**src/rtl/message_scroller.sv**
```systemverilog
// Scrolling seven-segment text window driven by an asynchronous scroll clock.
// Define SCROLLER_DEFAULT_MSG_EN to preload "HELL0-" into the buffer at reset.
module message_scroller #(
    parameter int MSG_LEN     = 16,
    parameter int NUM_DIGITS  = 6,
    parameter int DWELL_STEPS = 3,
    localparam int AW = $clog2(MSG_LEN)
) (
    input  logic                    clk_in,
    input  logic                    reset,
    input  logic                    scroll_clk,
    input  logic                    enable,
    input  logic                    direction,
    input  logic                    wr_en,
    input  logic [AW-1:0]           wr_addr,
    input  logic [4:0]              wr_data,
    output logic [7*NUM_DIGITS-1:0] segs,
    output logic [AW-1:0]           position,
    output logic                    step
);

    localparam int CW = (DWELL_STEPS < 1) ? 1 : $clog2(DWELL_STEPS + 1);
    localparam logic [AW:0]   LEN_W = (AW + 1)'(MSG_LEN);
    localparam logic [AW-1:0] LAST  = AW'(MSG_LEN - 1);
    localparam logic [CW-1:0] DW_C  = CW'(DWELL_STEPS);

    typedef enum logic [1:0] {
        S_IDLE,
        S_RUN,
        S_DWELL
    } state_t;

    state_t r_state;
    state_t w_state_nxt;

    logic r_s1;
    logic r_s2;
    logic r_s3;
    logic r_prime;
    logic r_armed;
    logic w_edge;

    logic [CW-1:0] r_cnt;
    logic [CW-1:0] w_cnt_nxt;
    logic [CW-1:0] w_cnt_inc;
    logic [AW-1:0] r_pos;
    logic [AW-1:0] w_pos_nxt;
    logic [AW-1:0] w_pos_mv;
    logic          r_step;
    logic          w_step_nxt;
    logic          w_wr_ok;

    logic [4:0]              r_msg [MSG_LEN];
    logic [7*NUM_DIGITS-1:0] r_segs;
    logic [7*NUM_DIGITS-1:0] w_segs_nxt;

    function automatic logic [6:0] glyph(input logic [4:0] c);
        logic [6:0] g;
        case (c)
            5'h00: g = 7'h40;
            5'h01: g = 7'h79;
            5'h02: g = 7'h24;
            5'h03: g = 7'h30;
            5'h04: g = 7'h19;
            5'h05: g = 7'h12;
            5'h06: g = 7'h02;
            5'h07: g = 7'h78;
            5'h08: g = 7'h00;
            5'h09: g = 7'h10;
            5'h0A: g = 7'h08;
            5'h0B: g = 7'h03;
            5'h0C: g = 7'h46;
            5'h0D: g = 7'h21;
            5'h0E: g = 7'h06;
            5'h0F: g = 7'h0E;
            5'h11: g = 7'h09;
            5'h12: g = 7'h47;
            5'h13: g = 7'h0C;
            5'h14: g = 7'h41;
            5'h15: g = 7'h2F;
            5'h16: g = 7'h2B;
            5'h17: g = 7'h23;
            5'h18: g = 7'h3F;
            default: g = 7'h7F;
        endcase
        return g;
    endfunction

    function automatic logic [AW-1:0] wrap_add(
        input logic [AW-1:0] p,
        input int            j
    );
        logic [AW:0] s;
        s = {1'b0, p} + (AW + 1)'(j);
        if (s >= LEN_W) s = s - LEN_W;
        return s[AW-1:0];
    endfunction

    // The armed flag blocks a false edge when scroll_clk is already
    // high as reset releases: a low level must be seen first.
    always_ff @(posedge clk_in or negedge reset) begin
        if (!reset) begin
            r_s1    <= 1'b0;
            r_s2    <= 1'b0;
            r_s3    <= 1'b0;
            r_prime <= 1'b0;
            r_armed <= 1'b0;
        end else begin
            r_s1    <= scroll_clk;
            r_s2    <= r_s1;
            r_s3    <= r_s2;
            r_prime <= 1'b1;
            r_armed <= r_armed | (r_prime & ~r_s1);
        end
    end

    assign w_edge    = r_s2 & ~r_s3 & r_armed;
    assign w_cnt_inc = r_cnt + CW'(1);

    always_comb begin
        if (direction) begin
            w_pos_mv = (r_pos == '0) ? LAST : r_pos - AW'(1);
        end else begin
            w_pos_mv = (r_pos == LAST) ? '0 : r_pos + AW'(1);
        end
    end

    always_ff @(posedge clk_in or negedge reset) begin
        if (!reset) begin
            r_state <= S_IDLE;
            r_cnt   <= '0;
            r_pos   <= '0;
            r_step  <= 1'b0;
        end else begin
            r_state <= w_state_nxt;
            r_cnt   <= w_cnt_nxt;
            r_pos   <= w_pos_nxt;
            r_step  <= w_step_nxt;
        end
    end

    always_comb begin
        w_state_nxt = r_state;
        w_cnt_nxt   = r_cnt;
        w_pos_nxt   = r_pos;
        w_step_nxt  = 1'b0;
        unique case (r_state)
            S_IDLE: begin
                if (enable) w_state_nxt = S_RUN;
            end
            S_RUN: begin
                if (!enable) begin
                    w_state_nxt = S_IDLE;
                end else if (w_edge) begin
                    w_step_nxt = 1'b1;
                    w_pos_nxt  = w_pos_mv;
                    if (w_pos_mv == '0) begin
                        w_state_nxt = S_DWELL;
                        w_cnt_nxt   = '0;
                    end
                end
            end
            S_DWELL: begin
                if (!enable) begin
                    w_state_nxt = S_IDLE;
                    w_cnt_nxt   = '0;
                end else if (DWELL_STEPS == 0) begin
                    w_state_nxt = S_RUN;
                end else if (w_edge) begin
                    w_cnt_nxt = w_cnt_inc;
                    if (w_cnt_inc == DW_C) w_state_nxt = S_RUN;
                end
            end
            default: begin
                w_state_nxt = S_IDLE;
                w_cnt_nxt   = '0;
            end
        endcase
    end

    assign w_wr_ok = wr_en && ({1'b0, wr_addr} < LEN_W);

    always_ff @(posedge clk_in or negedge reset) begin
        if (!reset) begin
            for (int i = 0; i < MSG_LEN; i++) r_msg[i] <= 5'h10;
`ifdef SCROLLER_DEFAULT_MSG_EN
            r_msg[0] <= 5'h11;
            r_msg[1] <= 5'h0E;
            r_msg[2] <= 5'h12;
            r_msg[3] <= 5'h12;
            r_msg[4] <= 5'h00;
            r_msg[5] <= 5'h18;
`endif
        end else if (w_wr_ok) begin
            r_msg[wr_addr] <= wr_data;
        end
    end

    // Leftmost digit shows the character at the pointer.
    always_comb begin
        w_segs_nxt = '1;
        for (int j = 0; j < NUM_DIGITS; j++) begin
            w_segs_nxt[7*(NUM_DIGITS-1-j) +: 7] =
                glyph(r_msg[wrap_add(r_pos, j)]);
        end
    end

    always_ff @(posedge clk_in or negedge reset) begin
        if (!reset) begin
            r_segs <= '1;
        end else begin
            r_segs <= w_segs_nxt;
        end
    end

    assign segs     = r_segs;
    assign position = r_pos;
    assign step     = r_step;

endmodule

```
**config.mk**
```make
export PLATFORM = sky130hd
export DESIGN_NAME = message_scroller
export DESIGN_NICKNAME = d
export VERILOG_FILES = /design/src/rtl/message_scroller.sv
export SDC_FILE = /design/constraint.sdc
export NUM_CORES = 1
export LEC_CHECK = 0
export ABC_AREA = 1
export CAP_MARGIN = 15
export CORE_AREA = 2 2 153 155
export DETAILED_ROUTE_END_ITERATION = 12
export DIE_AREA = 0 0 155 157
export GPL_TIMING_DRIVEN = 0
export PLACE_DENSITY = 0.67
export SYNTH_ARGS = -nofsm -noshare
export SYNTH_HDL_FRONTEND = slang
export SYNTH_SLANG_ARGS = --single-unit
```
**constraint.sdc**
```tcl
create_clock -name clk_in -period 2.8 [get_ports clk_in]
set_input_delay 0.42 -clock clk_in [delete_from_list [all_inputs] [get_ports clk_in]]
set_output_delay 0.42 -clock clk_in [all_outputs]
set_load 0.05 [all_outputs]
```
# [Yosys cells after proc, flatten, opt, wreduce, memory -nomap -nowiden]
# Memories as Yosys holds them, arrays and structs flattened. A register that Yosys moved wholly into a read port is not among the register bits.
# Cells that the tools add are included.
[op_classes] n_reduce_logical=13 bitwise=14 shift=0 mul=0 addsub=14 div=0 muxes=47 eq_ne=12 n_lt_le_gt_ge=14
[ops] op="$bmux 5 s4" n=6
[ops] op="$bwmux 80" n=1
[ops] op="$mux 5" n=13
[ops] op="$ge 5x5->1 const B" n=12
[ops] op="$mux 4" n=9
[ops] op="$not 4->5" n=7
[ops] op="$sub 4x1->4 const B" n=7
[ops] op="$mux 2" n=12
[ops] op="$demux 5 s4" n=1
[ops] op="$ne 3x3->1 const B" n=4
[ops] op="$pmux 2 s3" n=2
[ops] op="$add 4x2->5 const B" n=2
[ops] op="$add 4x3->5 const B" n=2
[ops] op="$reduce_and 5->1" n=2
[ops] op="$logic_not 4->1" n=2
[ops] op="$ne 2x2->1 const B" n=4
[ops] op="$logic_not 1->1" n=6
[ops] op="$add 4x1->5 const B" n=1
[ops] op="$ge 4x5->1 const B" n=1
[ops] op="$lt 5x1->1 const B" n=1
[ops] op="$add 4x1->4 const B" n=1
[ops] op="$eq 2x2->1 const B" n=2
[ops] op="$eq 4x4->1 const B" n=1
[ops] op="$and 1x1->1" n=3
[ops] op="8 further kinds" n=12
[totals] register_bits=94 output_inout_bits=47 memories=6 latch_bits=0 inputBits=15 romBits=1344 mem_bits_rw=0
[memory_table] name="(no name shown)" words=32 word_bits=7 rd=1 rd_ports_with_merged_regs=1 write_ports=0 line_no="59" text="case (c)"
[memory_table] name="(no name shown)" words=32 word_bits=7 rd=1 rd_ports_with_merged_regs=1 write_ports=0 line_no="59"
[memory_table] name="(no name shown)" words=32 word_bits=7 rd=1 rd_ports_with_merged_regs=1 write_ports=0 line_no="59"
[memory_table] name="(no name shown)" words=32 word_bits=7 rd=1 rd_ports_with_merged_regs=1 write_ports=0 line_no="59"
[memory_table] name="(no name shown)" words=32 word_bits=7 rd=1 rd_ports_with_merged_regs=1 write_ports=0 line_no="59"
[memory_table] name="(no name shown)" words=32 word_bits=7 rd=1 rd_ports_with_merged_regs=1 write_ports=0 line_no="59"

# [Depth between registers and ports, before layout]
# Gate-level depths: netlist of run 1.
[logic_depth] ltp_word=8 depth_mapped=21

# [Worst setup path before layout of run 1]
# OpenSTA, ideal clock, no wires.
[synth_path] path_type="flip-flop to flip-flop" from="register r_pos[1], in the netlist position[1]" to="register r_segs[17], in the netlist segs[17]" path_stages_with_launch=21 arrival_time_ns=3.318 setup_ns=0.060 required_ns=2.740 synth_period_minus_slack_ns=3.378 path_slack_ns=-0.578 path_cell_list="dfrtp_1 -> clkinv_1 -> buf_2 -> buf_2 -> ha_1 -> inv_1 -> buf_2 -> buf_2 -> nand3_1 -> nand2_1 -> nand2_1 -> nand2_1 -> nand2_1 -> nand2_1 -> inv_1 -> ha_1 -> nand3_1 -> nand3_1 -> nand2_1 -> nand2_1 -> nand2_1"
[synth_between] elab_chain_len=7 elab_cells_between_ends=8
[synth_lines] item="start: declaration" line_no="46" text="logic [AW-1:0] r_pos;"
[synth_lines] item="start signal: assignment" line_no="137" text="r_pos <= w_pos_nxt;"
[synth_lines] item="$add 4x2->5 (*)" line_no="94" text="s = {1'b0, p} + (AW + 1)'(j);"
[synth_lines] item="$sub 4x1->4 / $ge 5x5->1 (equally long branches)" line_no="95" text="if (s >= LEN_W) s = s - LEN_W;"
[synth_lines] item="$mux 4 (*)" line_no="95"
[synth_lines] item="$not 4->5 (implied by the code) (*)" line_no="204" text="glyph(r_msg[wrap_add(r_pos, j)]);"
[synth_lines] item="$bmux 5 s4 (*)" line_no="204"
[synth_lines] item="$mux 5 (implied by the code) (*) (2 in series)" line_no="204"
[synth_lines] item="end: declaration" line_no="54" text="logic [7*NUM_DIGITS-1:0] r_segs;"
# Mark *: on every way between the ends. The rest lies on a longest branch, timed or not. The select of a mux whose other input is x is not followed.
# A chain may end at the register's enable or synchronous reset.

# [Worst setup path after layout of run 1]
[layout_path] from="register r_pos[1], in the netlist position[1]" to="register r_segs[3], in the netlist segs[3]"
[layout_between] elab_chain_len=7 elab_cells_between_ends=8
[layout_lines] item="$add 4x3->5 (*)" line_no="94"
[layout_lines] item="$sub 4x1->4 / $ge 5x5->1 (equally long branches)" line_no="95"
[layout_lines] item="$mux 4 (*)" line_no="95"
[layout_lines] item="$not 4->5 (implied by the code) (*)" line_no="204"
[layout_lines] item="$bmux 5 s4 (*)" line_no="204"
[layout_lines] item="$mux 5 (implied by the code) (*) (2 in series)" line_no="204"
# Marks and branches as above.

==> impl_results.rst, run 1 <==
.. list-table::
   :header-rows: 1

   * - Metric
     - Value
   * - Global placer's final weighted congestion
     - 0.9965
   * - Count of warnings emitted by yosys
     - 0
   * - Maximum level of the CTS H-tree
     - 4
   * - Fraction of the yosys area taken by sequential cells
     - 0.3364
   * - Post-layout nets
     - 1723
   * - Post-Syn Instances
     - 1549
   * - Global-route congestion overflow total
     - 0
   * - Origin of the worst min-delay path
     - r_s2
   * - Pins Over Slew Limit
     - 0
   * - Vias per inst
     - 5.533
   * - Worst Hold Class
     - flop to flop
   * - Most common cell on crit path
     - sky130_fd_sc_hd__nand3_1
   * - Synth unique cells
     - 39
   * - Pin count of the biggest net entering global routing
     - 84
   * - CP Capture Type
     - flop
   * - Mapped cell area
     - 10330 µm²
   * - Headroom to the max-slew limit
     - 0.5316
   * - Worst flop-to-flop path startpoint
     - position[1]
   * - Delay of the slowest cell on the worst path
     - 0.44 ns
   * - Minimum clock period
     - 2.646 ns
   * - Top Family by Delay on Critical Path
     - simple AND/OR/NAND/NOR gates
   * - Final routed wirelength across all metal layers
     - 34000 µm
   * - Synthesis-stage register bit count
     - 136
   * - Detailed-router iteration count before antenna repair
     - 6
   * - Routed wirelength normalized by instance count
     - 17.42 µm
   * - Top-level port count
     - 62
   * - Reg clk slew, reported paths
     - 0.06 ns
   * - Root cell of the clock tree
     - sky130_fd_sc_hd__clkbuf_16
   * - Ratio of cells with drive above 1 in the final layout
     - 0.1494
   * - Antenna violations before repair
     - 0
   * - Buffers on Ports
     - 60
   * - Syn nets
     - 1618
   * - Starting Density
     - 0.4592
   * - Growth of design area from synthesis to finish
     - 19.84%
   * - EDFF count, synth
     - 0
   * - Area of the multi-input gates
     - 6233 µm²
   * - Mean cell area of the mapped netlist
     - 6.670 µm²
   * - Vias in the first global route
     - 9664
   * - Part of the cycle the worst path needs
     - 0.9449
   * - Vertical die dimension
     - 157 µm
   * - Vias after detailed routing
     - 10800
   * - Insertion delay of the later-clocked pin in the worst-skew pair
     - 0.44 ns
   * - Die W
     - 155 µm
   * - Count of fill cells added during filler insertion
     - 2216
   * - Worst R2R Setup Slack
     - 0.15 ns
   * - Number of cell instances on the worst register-to-register path
     - 16
   * - Hold-critical path endpoint
     - r_s3
   * - CP Class
     - flop to flop
   * - Count of buffering cells on the critical path with inverters included
     - 6
   * - Area taken by flip-flops and latches
     - 3480 µm²
   * - Worst-case clock skew
     - 0.01314 ns
   * - Final-report hold violation count
     - 0
   * - Worst Max-Slew Pin Slew
     - 0.6999 ns
   * - Gr usage total
     - 0.2811
   * - CP max FO
     - 22
   * - Critical Path Slowest Stage Cell
     - sky130_fd_sc_hd__dfrtp_2
   * - Worst reg2reg endpoint
     - segs[3]
   * - Placed wire-length estimate after detailed placement
     - 26000 µm
   * - Wire length of the first global-routing pass
     - 52900 µm
   * - Clock tree from TritonCTS
     - yes
   * - Max-capacitance violation count
     - 0
   * - Total core area
     - 22500 µm²
   * - Startpoint of the most critical setup path
     - position[1]
   * - Status
     - complete, no violations
   * - Cts bufs inserted
     - 17
   * - Total DRC errors in the routed layout
     - 0
   * - Data arrival time of the worst path
     - 3.01 ns
   * - Element type at the critical path start
     - flop
   * - Most used DFF post-synth
     - sky130_fd_sc_hd__dfrtp_1
   * - Diodes inserted
     - 0
   * - CP Data Required Time
     - 3.17 ns
   * - Initial DRC Count
     - 1047
   * - Hold slack final
     - 0.3737 ns
   * - Top library cells by usage in the layout, fill and taps aside
     - sky130_fd_sc_hd__nand2_1 (577), sky130_fd_sc_hd__nand3_1 (374), sky130_fd_sc_hd__o21ai_0 (90)
   * - Fraction of synthesis flops using an asynchronous set or reset pin
     - 1.000
   * - Post-DRT Antenna Nets
     - 0
   * - Path length in cells of the critical path
     - 16
   * - Final setup violation count
     - 0
   * - Total die area
     - 24340 µm²
   * - Cell depth of the worst hold path
     - 0
   * - Number of placement rows
     - 55
   * - Most common library cell in the layout ignoring fill and taps
     - sky130_fd_sc_hd__nand2_1
   * - Max Freq
     - 0.3780 GHz
   * - Maximum buffer depth of the clock tree
     - 2
   * - Clock sink count
     - 136
   * - Cell-by-cell listing of the critical path
     - clkinv_4 -> buf_12 -> ha_4 -> inv_2 -> buf_6 -> buf_6 -> nand3_1 -> nand3_1 -> nand3_1 -> nand2_2 -> inv_1 -> ha_1 -> nand3b_1 -> nand3_1 -> nand3_1 -> nand2_1
cell usage after synthesis, types with 11 or more instances:
cell type	number	area [µm²]
sky130_fd_sc_hd__nand3_1	380	1902
sky130_fd_sc_hd__inv_2	11	41.29
sky130_fd_sc_hd__a21oi_1	28	140.1
sky130_fd_sc_hd__dfstp_2	58	1524
sky130_fd_sc_hd__nand2_1	589	2211
sky130_fd_sc_hd__dfrtp_1	78	1952
sky130_fd_sc_hd__buf_2	25	125.1
sky130_fd_sc_hd__inv_1	79	296.5
sky130_fd_sc_hd__nand2_2	12	75.07
sky130_fd_sc_hd__o21ai_1	21	105.1
sky130_fd_sc_hd__nor2_1	42	157.7
sky130_fd_sc_hd__buf_4	22	165.2
sky130_fd_sc_hd__ha_1	54	675.7
sky130_fd_sc_hd__o21ai_0	90	450.4
state kept, by name, summed over array words and instances, names as in the netlist:
register	count
r_msg	80
step	1
position	4
r_armed	1
r_state	2
r_s3	1
segs	42
r_s1	1
r_prime	1
r_cnt	2
r_s2	1
layout make-up:
| cell class | instances | area share |
|---|---|---|
| Multi-Input combinational cell | 1257 | 0.5034 |
| Sequential cell | 136 | 0.2810 |
| Timing Repair Buffer | 89 | 0.06781 |
| Buffer | 62 | 0.04305 |
| Clock buffer | 19 | 0.03496 |
| Inverter | 91 | 0.02910 |
| Tap cell | 285 | 0.02880 |
| Clock inverter | 13 | 0.01182 |
metrics by stage:
stage	worst slack (ns)	TNS [ns]	std cells	area, µm²	utilization
final	0.1543	0	1952	12380	0.5502
after global routing	-0.01874	-0.02453	1952	12380	0.5502
after CTS	0.008412	0	1937	12110	0.5382
after detailed placement	-0.5077	-9.075	1895	11380	0.5055
after global placement	-4.391	-444.47	1894	11350	0.5043
after floorplan	0.002789	0	1549	10390	-
worst register-to-register path, cell delays in order, from the launching register on:
cell and delay, ns:
sky130_fd_sc_hd__dfrtp_2 0.44, sky130_fd_sc_hd__clkinv_4 0.10, sky130_fd_sc_hd__buf_12 0.19, sky130_fd_sc_hd__ha_4 0.24, sky130_fd_sc_hd__inv_2 0.09, sky130_fd_sc_hd__buf_6 0.13
sky130_fd_sc_hd__buf_6 0.14, sky130_fd_sc_hd__nand3_1 0.12, sky130_fd_sc_hd__nand3_1 0.10, sky130_fd_sc_hd__nand3_1 0.10, sky130_fd_sc_hd__nand2_2 0.12, sky130_fd_sc_hd__inv_1 0.10
sky130_fd_sc_hd__ha_1 0.32, sky130_fd_sc_hd__nand3b_1 0.17, sky130_fd_sc_hd__nand3_1 0.10, sky130_fd_sc_hd__nand3_1 0.07, sky130_fd_sc_hd__nand2_1 0.07
logic make-up after synthesis:
family,share of synthesized area
mux,0.004844
buf+inv,0.07387
fa+ha+maj,0.06539
xor+xnor,0.006662
simple gates,0.4369
flops,0.3364
compound gates,0.07556
other cells,0.0003629
worst max path at each step:
stage,end,slack (ns)
finish,segs[3],0.15
global route,segs[4],-0.02
CTS,segs[28],0.008
detailed placement,segs[21],-0.51
global placement,position[1],-4.39
floorplan,segs[31],0.003
per-layer routing:
| layer | GRT usage | routed length [µm] |
|---|---|---|
| met5 | 0 | 0 |
| met4 | 0.1526 | 1779 |
| met3 | 0.03304 | 2189 |
| met2 | 0.4229 | 14440 |
| met1 | 0.3958 | 15590 |
repair_timing:
| item | in CTS | in global routing |
|---|---|---|
| cloned | 0 | 1 |
| setup buffers | 10 | 16 |
| hold buffers | 1 | 0 |
| gates resized for setup | 28 | 45 |
| setup endpoints to repair | 35 | 41 |
| endpoints found under the hold margin | 14 | 0 |
| pin swaps | 6 | 6 |
Power of run 1 is left out: the tool's default activity adds up to more than one toggle a clock period on the data nets, which glitch-free logic cannot reach.
==> run 2: changes to the inputs <==
PLACE_DENSITY = 0.66   (was 0.67)
==> impl_results.rst, run 2 (same netlist as run 1, synthesis figures left out) <==
.. list-table::
   :header-rows: 1

   * - Metric
     - Value
   * - Initial DRC Count
     - 965
   * - CP max FO
     - 10
   * - Gr usage total
     - 0.2865
   * - Number of placement rows
     - 55
   * - Vias per inst
     - 5.606
   * - Minimum clock period
     - 2.714 ns
   * - Ratio of cells with drive above 1 in the final layout
     - 0.1472
   * - Pin count of the biggest net entering global routing
     - 78
   * - Worst Hold Class
     - flop to flop
   * - Setup repair after global routing missed its margin
     - yes
   * - Final setup violation count
     - 0
   * - Placed wire-length estimate after detailed placement
     - 25770 µm
   * - Post-layout nets
     - 1727
   * - Placement-stage cell area
     - 11380 µm²
   * - Insertion delay of the later-clocked pin in the worst-skew pair
     - 0.42 ns
   * - Routed wirelength normalized by instance count
     - 17.43 µm
   * - Vertical die dimension
     - 157 µm
   * - Max-capacitance violation count
     - 0
   * - Cts bufs inserted
     - 17
   * - Max Freq
     - 0.3685 GHz
   * - Starting Density
     - 0.4592
   * - Detailed-router iteration count before antenna repair
     - 6
   * - Maximum buffer depth of the clock tree
     - 2
   * - Top library cells by usage in the layout, fill and taps aside
     - sky130_fd_sc_hd__nand2_1 (578), sky130_fd_sc_hd__nand3_1 (376), sky130_fd_sc_hd__o21ai_0 (90)
   * - Total die area
     - 24340 µm²
   * - CP Capture Type
     - flop
   * - Vias after detailed routing
     - 10970
   * - Maximum level of the CTS H-tree
     - 4
   * - Diodes inserted
     - 0
   * - Growth of design area from synthesis to finish
     - 19.93%
   * - Most common library cell in the layout ignoring fill and taps
     - sky130_fd_sc_hd__nand2_1
   * - Clock tree from TritonCTS
     - yes
   * - Global-route congestion overflow total
     - 0
   * - Pins Over Slew Limit
     - 0
   * - Most flop-heavy register
     - r_msg
   * - Part of the cycle the worst path needs
     - 0.9693
   * - Count of fill cells added during filler insertion
     - 2231
   * - Die W
     - 155 µm
   * - Wire length of the first global-routing pass
     - 54320 µm
   * - Buffers on Ports
     - 60
   * - Total core area
     - 22500 µm²
   * - Antenna violations before repair
     - 0
   * - Post-DRT Antenna Nets
     - 0
   * - Reg clk slew, reported paths
     - 0.06 ns
   * - Total DRC errors in the routed layout
     - 0
   * - Headroom to the max-slew limit
     - 0.5015
   * - Max reg flops
     - 80
   * - Global placer's final weighted congestion
     - 1.007
   * - Top-level port count
     - 62
   * - CP Class
     - flop to flop
   * - Element type at the critical path start
     - flop
   * - Worst-case clock skew
     - 0.009240 ns
   * - Root cell of the clock tree
     - sky130_fd_sc_hd__clkbuf_16
   * - Final cell area excluding filler cells
     - 12390 µm²
   * - Vias in the first global route
     - 9996
   * - CP Data Required Time
     - 3.17 ns
   * - Final-report hold violation count
     - 0
   * - Status
     - complete, no violations
   * - Final routed wirelength across all metal layers
     - 34100 µm
   * - Data arrival time of the worst path
     - 3.08 ns
   * - Worst Max-Slew Pin Slew
     - 0.7450 ns
   * - Clock sink count
     - 136
[run 2: changes by cell type in the layout (fill, tap and decap cells not counted), sizes merged]
cell	before	now
inv	93	90
clkbuf	26	33
clkinvlp	5	4
clkinv	4	5
[run 2: path summary, 6_finish.rpt]
path	start	endpoint	slack, ns	cells after the start
max	position[1]	segs[29]	0.09	15
min	r_s2	r_s3	0.38	0
max reg2reg	position[1]	segs[29]	0.09	15
min reg2reg	r_s2	r_s3	0.38	0
max in group asynchronous	reset	segs[36]	1.47	3
min in group asynchronous	reset	r_msg[23]	0.53	2
[run 2: what timing repair did]
action                                  in CTS  in global routing
pin swaps                                    6                  6
hold endpoints to repair                    16                  0
buffers inserted                             8                 21
gates resized for setup                     36                 30
hold buffers                                 1                  0
gates cloned                                 0                  1
endpoints found under the setup margin      35                 38
[run 2: layout make-up]
type / instances / area, µm² / area share
Timing Repair Buffer: 92 / 862.1 / 0.06957
Multi-Input combinational cell: 1257 / 6212 / 0.5013
Buffer: 63 / 538.0 / 0.04342
Sequential cell: 136 / 3480 / 0.2808
Tap cell: 285 / 356.6 / 0.02878
Clock inverter: 10 / 118.9 / 0.009592
Clock buffer: 22 / 464.2 / 0.03746
Inverter: 91 / 360.3 / 0.02908
[run 2: routing by layer]
metal  vias to the layer above  routed length [µm]  track usage
met1                      5116               15590       0.4050
met4                         0                1317       0.1129
met5                         -                   0            0
li1                       5352                   -            -
met2                       424               14820       0.4396
met3                        73                2374      0.04626
[run 2: critical path: stages (launching register included)]
cell and delay [ns]:
sky130_fd_sc_hd__dfrtp_2 0.44, sky130_fd_sc_hd__buf_4 0.17, sky130_fd_sc_hd__ha_1 0.29, sky130_fd_sc_hd__xnor2_2 0.28, sky130_fd_sc_hd__buf_6 0.16, sky130_fd_sc_hd__buf_6 0.15, sky130_fd_sc_hd__nand3_1 0.08, sky130_fd_sc_hd__nand2_1 0.07
sky130_fd_sc_hd__nand2_1 0.09, sky130_fd_sc_hd__nand2_2 0.15, sky130_fd_sc_hd__inv_2 0.07, sky130_fd_sc_hd__ha_1 0.28, sky130_fd_sc_hd__nand3_1 0.13, sky130_fd_sc_hd__a21oi_1 0.17, sky130_fd_sc_hd__nand2_1 0.07, sky130_fd_sc_hd__nand2_1 0.06
[run 2: metrics by stage]
stage / hold slack (ns) / setup TNS (ns) / worst slack (ns) / util / std cells
6_report: 0.3763 / 0 / 0.08602 / 0.5507 / 1956
5_1_grt: 0.3943 / -0.1495 / -0.04150 / 0.5507 / 1956
4_1_cts: 0.3795 / 0 / 0.001166 / 0.5389 / 1935
3_5_place_dp: 0.3667 / -11.95 / -0.5914 / 0.5055 / 1895
3_3_place_gp: 0.3564 / -450.95 / -4.440 / 0.5043 / 1894
2_1_floorplan: 0.1244 / 0 / 0.002789 / - / 1549
Power of run 2 is left out for the same reason.
==> run 3: changes to the inputs <==
CORE_AREA = 2 2 164 166   (was 2 2 153 155)
DIE_AREA = 0 0 166 168   (was 0 0 155 157)
PLACE_DENSITY = unset   (was 0.66)
==> impl_results.rst, run 3 (same netlist as run 1, synthesis figures left out) <==
.. list-table::
   :header-rows: 1

   * - Metric
     - Value
   * - Pins Over Slew Limit
     - 0
   * - CP max FO
     - 22
   * - Worst-case clock skew
     - 0.01443 ns
   * - Maximum buffer depth of the clock tree
     - 2
   * - Cell depth of the worst hold path
     - 0
   * - Gr usage total
     - 0.2494
   * - Max Freq
     - 0.3686 GHz
   * - Worst Hold Class
     - flop to flop
   * - Final setup violation count
     - 0
   * - Number of cell instances on the worst register-to-register path
     - 17
   * - Ratio of cells with drive above 1 in the final layout
     - 0.1529
   * - Pin count of the biggest net entering global routing
     - 92
   * - Total DRC errors in the routed layout
     - 0
   * - Maximum level of the CTS H-tree
     - 4
   * - Top library cells by usage in the layout, fill and taps aside
     - sky130_fd_sc_hd__nand2_1 (576), sky130_fd_sc_hd__nand3_1 (375), sky130_fd_sc_hd__o21ai_0 (90)
   * - Most common cell on crit path
     - sky130_fd_sc_hd__nand2_1
   * - Post-layout nets
     - 1724
   * - Setup repair after global routing missed its margin
     - yes
   * - Total core area
     - 26350 µm²
   * - Die W
     - 166 µm
   * - Post-DRT Antenna Nets
     - 0
   * - Clock tree from TritonCTS
     - yes
   * - Headroom to the max-slew limit
     - 0.5195
   * - Origin of the worst min-delay path
     - r_s1
   * - Growth of design area from synthesis to finish
     - 21.14%
   * - Global-route congestion overflow total
     - 0
   * - Wire length of the first global-routing pass
     - 54930 µm
   * - Vertical die dimension
     - 168 µm
   * - Part of the cycle the worst path needs
     - 0.9689
   * - Max-capacitance violation count
     - 0
   * - Initial DRC Count
     - 1041
   * - Worst flop-to-flop path startpoint
     - position[1]
   * - Insertion delay of the later-clocked pin in the worst-skew pair
     - 0.43 ns
   * - Placed wire-length estimate after detailed placement
     - 26150 µm
   * - Detailed-router iteration count before antenna repair
     - 6
   * - Max reg flops
     - 80
   * - CP Capture Type
     - flop
   * - Number of placement rows
     - 60
   * - Most flop-heavy register
     - r_msg
   * - Cell-by-cell listing of the critical path
     - clkinv_4 -> buf_12 -> ha_4 -> buf_8 -> buf_8 -> nand3_1 -> nand2_1 -> nand2_1 -> nand2_1 -> nand2_1 -> nand2_4 -> inv_1 -> ha_1 -> nand3_1 -> a21oi_1 -> nand2_1 -> nand2_1
   * - Worst reg2reg endpoint
     - segs[15]
   * - Vias in the first global route
     - 10010
   * - Vias per inst
     - 5.396
   * - Antenna violations before repair
     - 0
   * - Startpoint of the most critical setup path
     - position[1]
   * - Buffers on Ports
     - 60
   * - Top Family by Delay on Critical Path
     - simple AND/OR/NAND/NOR gates
   * - Count of buffering cells on the critical path with inverters included
     - 5
   * - Starting Density
     - 0.3921
   * - Top-level port count
     - 62
   * - Routed wirelength normalized by instance count
     - 17.33 µm
   * - Worst R2R Setup Slack
     - 0.09 ns
   * - Worst Max-Slew Pin Slew
     - 0.7181 ns
   * - Critical Path Slowest Stage Cell
     - sky130_fd_sc_hd__dfrtp_2
   * - Minimum clock period
     - 2.713 ns
   * - Final-report hold violation count
     - 0
   * - Global placer's final weighted congestion
     - 0.9634
   * - Cts bufs inserted
     - 17
   * - CP Data Required Time
     - 3.17 ns
   * - Vias after detailed routing
     - 10840
   * - Diodes inserted
     - 0
   * - Count of fill cells added during filler insertion
     - 2664
   * - CP Class
     - flop to flop
   * - Fraction of the core area covered by cells at the end of the flow
     - 0.4750
   * - Element type at the critical path start
     - flop
   * - Clock sink count
     - 136
   * - Root cell of the clock tree
     - sky130_fd_sc_hd__clkbuf_16
   * - Status
     - complete, no violations
   * - Hold-critical path endpoint
     - r_s2
   * - Final routed wirelength across all metal layers
     - 34830 µm
   * - Delay of the slowest cell on the worst path
     - 0.44 ns
   * - Reg clk slew, reported paths
     - 0.07 ns
   * - Total die area
     - 27890 µm²
   * - Most common library cell in the layout ignoring fill and taps
     - sky130_fd_sc_hd__nand2_1
   * - Data arrival time of the worst path
     - 3.09 ns
[run 3: cell count changes in the layout (fill, tap and decap cells not counted), moves of 3 or more]
cell                       previous run  this run
sky130_fd_sc_hd__buf_12               0         3
sky130_fd_sc_hd__buf_6               18        15
sky130_fd_sc_hd__clkbuf_1            10         6
sky130_fd_sc_hd__ha_1                50        46
sky130_fd_sc_hd__ha_2                 2         5
sky130_fd_sc_hd__inv_2               13        16
sky130_fd_sc_hd__inv_6                2         5
sky130_fd_sc_hd__nand2_4              5         8
[run 3: how the worst max path moves through the flow]
stage                  endpoint  slack [ns]  cells after the start
finish                 segs[15]        0.09                     17
global route           segs[15]       -0.02                     18
CTS                    segs[29]       0.007                     15
detailed placement     segs[21]       -0.67                     17
global placement    position[0]       -4.60                      1
floorplan              segs[31]       0.003                     18
[run 3: repair_timing]
item                                    in CTS  in global routing
hold buffers                                 1                  0
hold endpoints to repair                    18                  0
pin swaps                                    3                 12
setup buffers                                9                 18
endpoints found under the setup margin      35                 41
gates resized for setup                     35                 48
[run 3: layout make-up]
class	instances	area (µm²)	share of cell area
Multi-Input combinational cell	1257	6250	0.4993
Sequential cell	136	3480	0.2780
Inverter	91	359.1	0.02869
Clock inverter	13	158.9	0.01269
Timing Repair Buffer	89	842.1	0.06727
Clock buffer	19	452.9	0.03619
Tap cell	341	426.7	0.03409
Buffer	63	548.0	0.04378
[run 3: per-layer routing]
layer	wire, µm	GRT usage	share of wire
met1	15720	0.3434	0.45
met2	15500	0.3942	0.45
met3	2384	0.03597	0.068
met4	1223	0.1040	0.035
met5	0	0	0
[run 3: per-stage QoR]
step                      setup TNS [ns]  cells  setup slack [ns]  hold slack, ns  area, µm²
final                                  0   2009           0.08714          0.3766      12520
after CTS                              0   1992          0.006563          0.3792      12250
after global routing            -0.05128   2009          -0.02025          0.3833      12520
after global placement           -468.52   1950            -4.595          0.3584      11420
after detailed placement          -13.70   1951           -0.6712          0.3606      11450
after floorplan                        0   1549          0.002789          0.1244      10390
Power of run 3 is left out for the same reason.
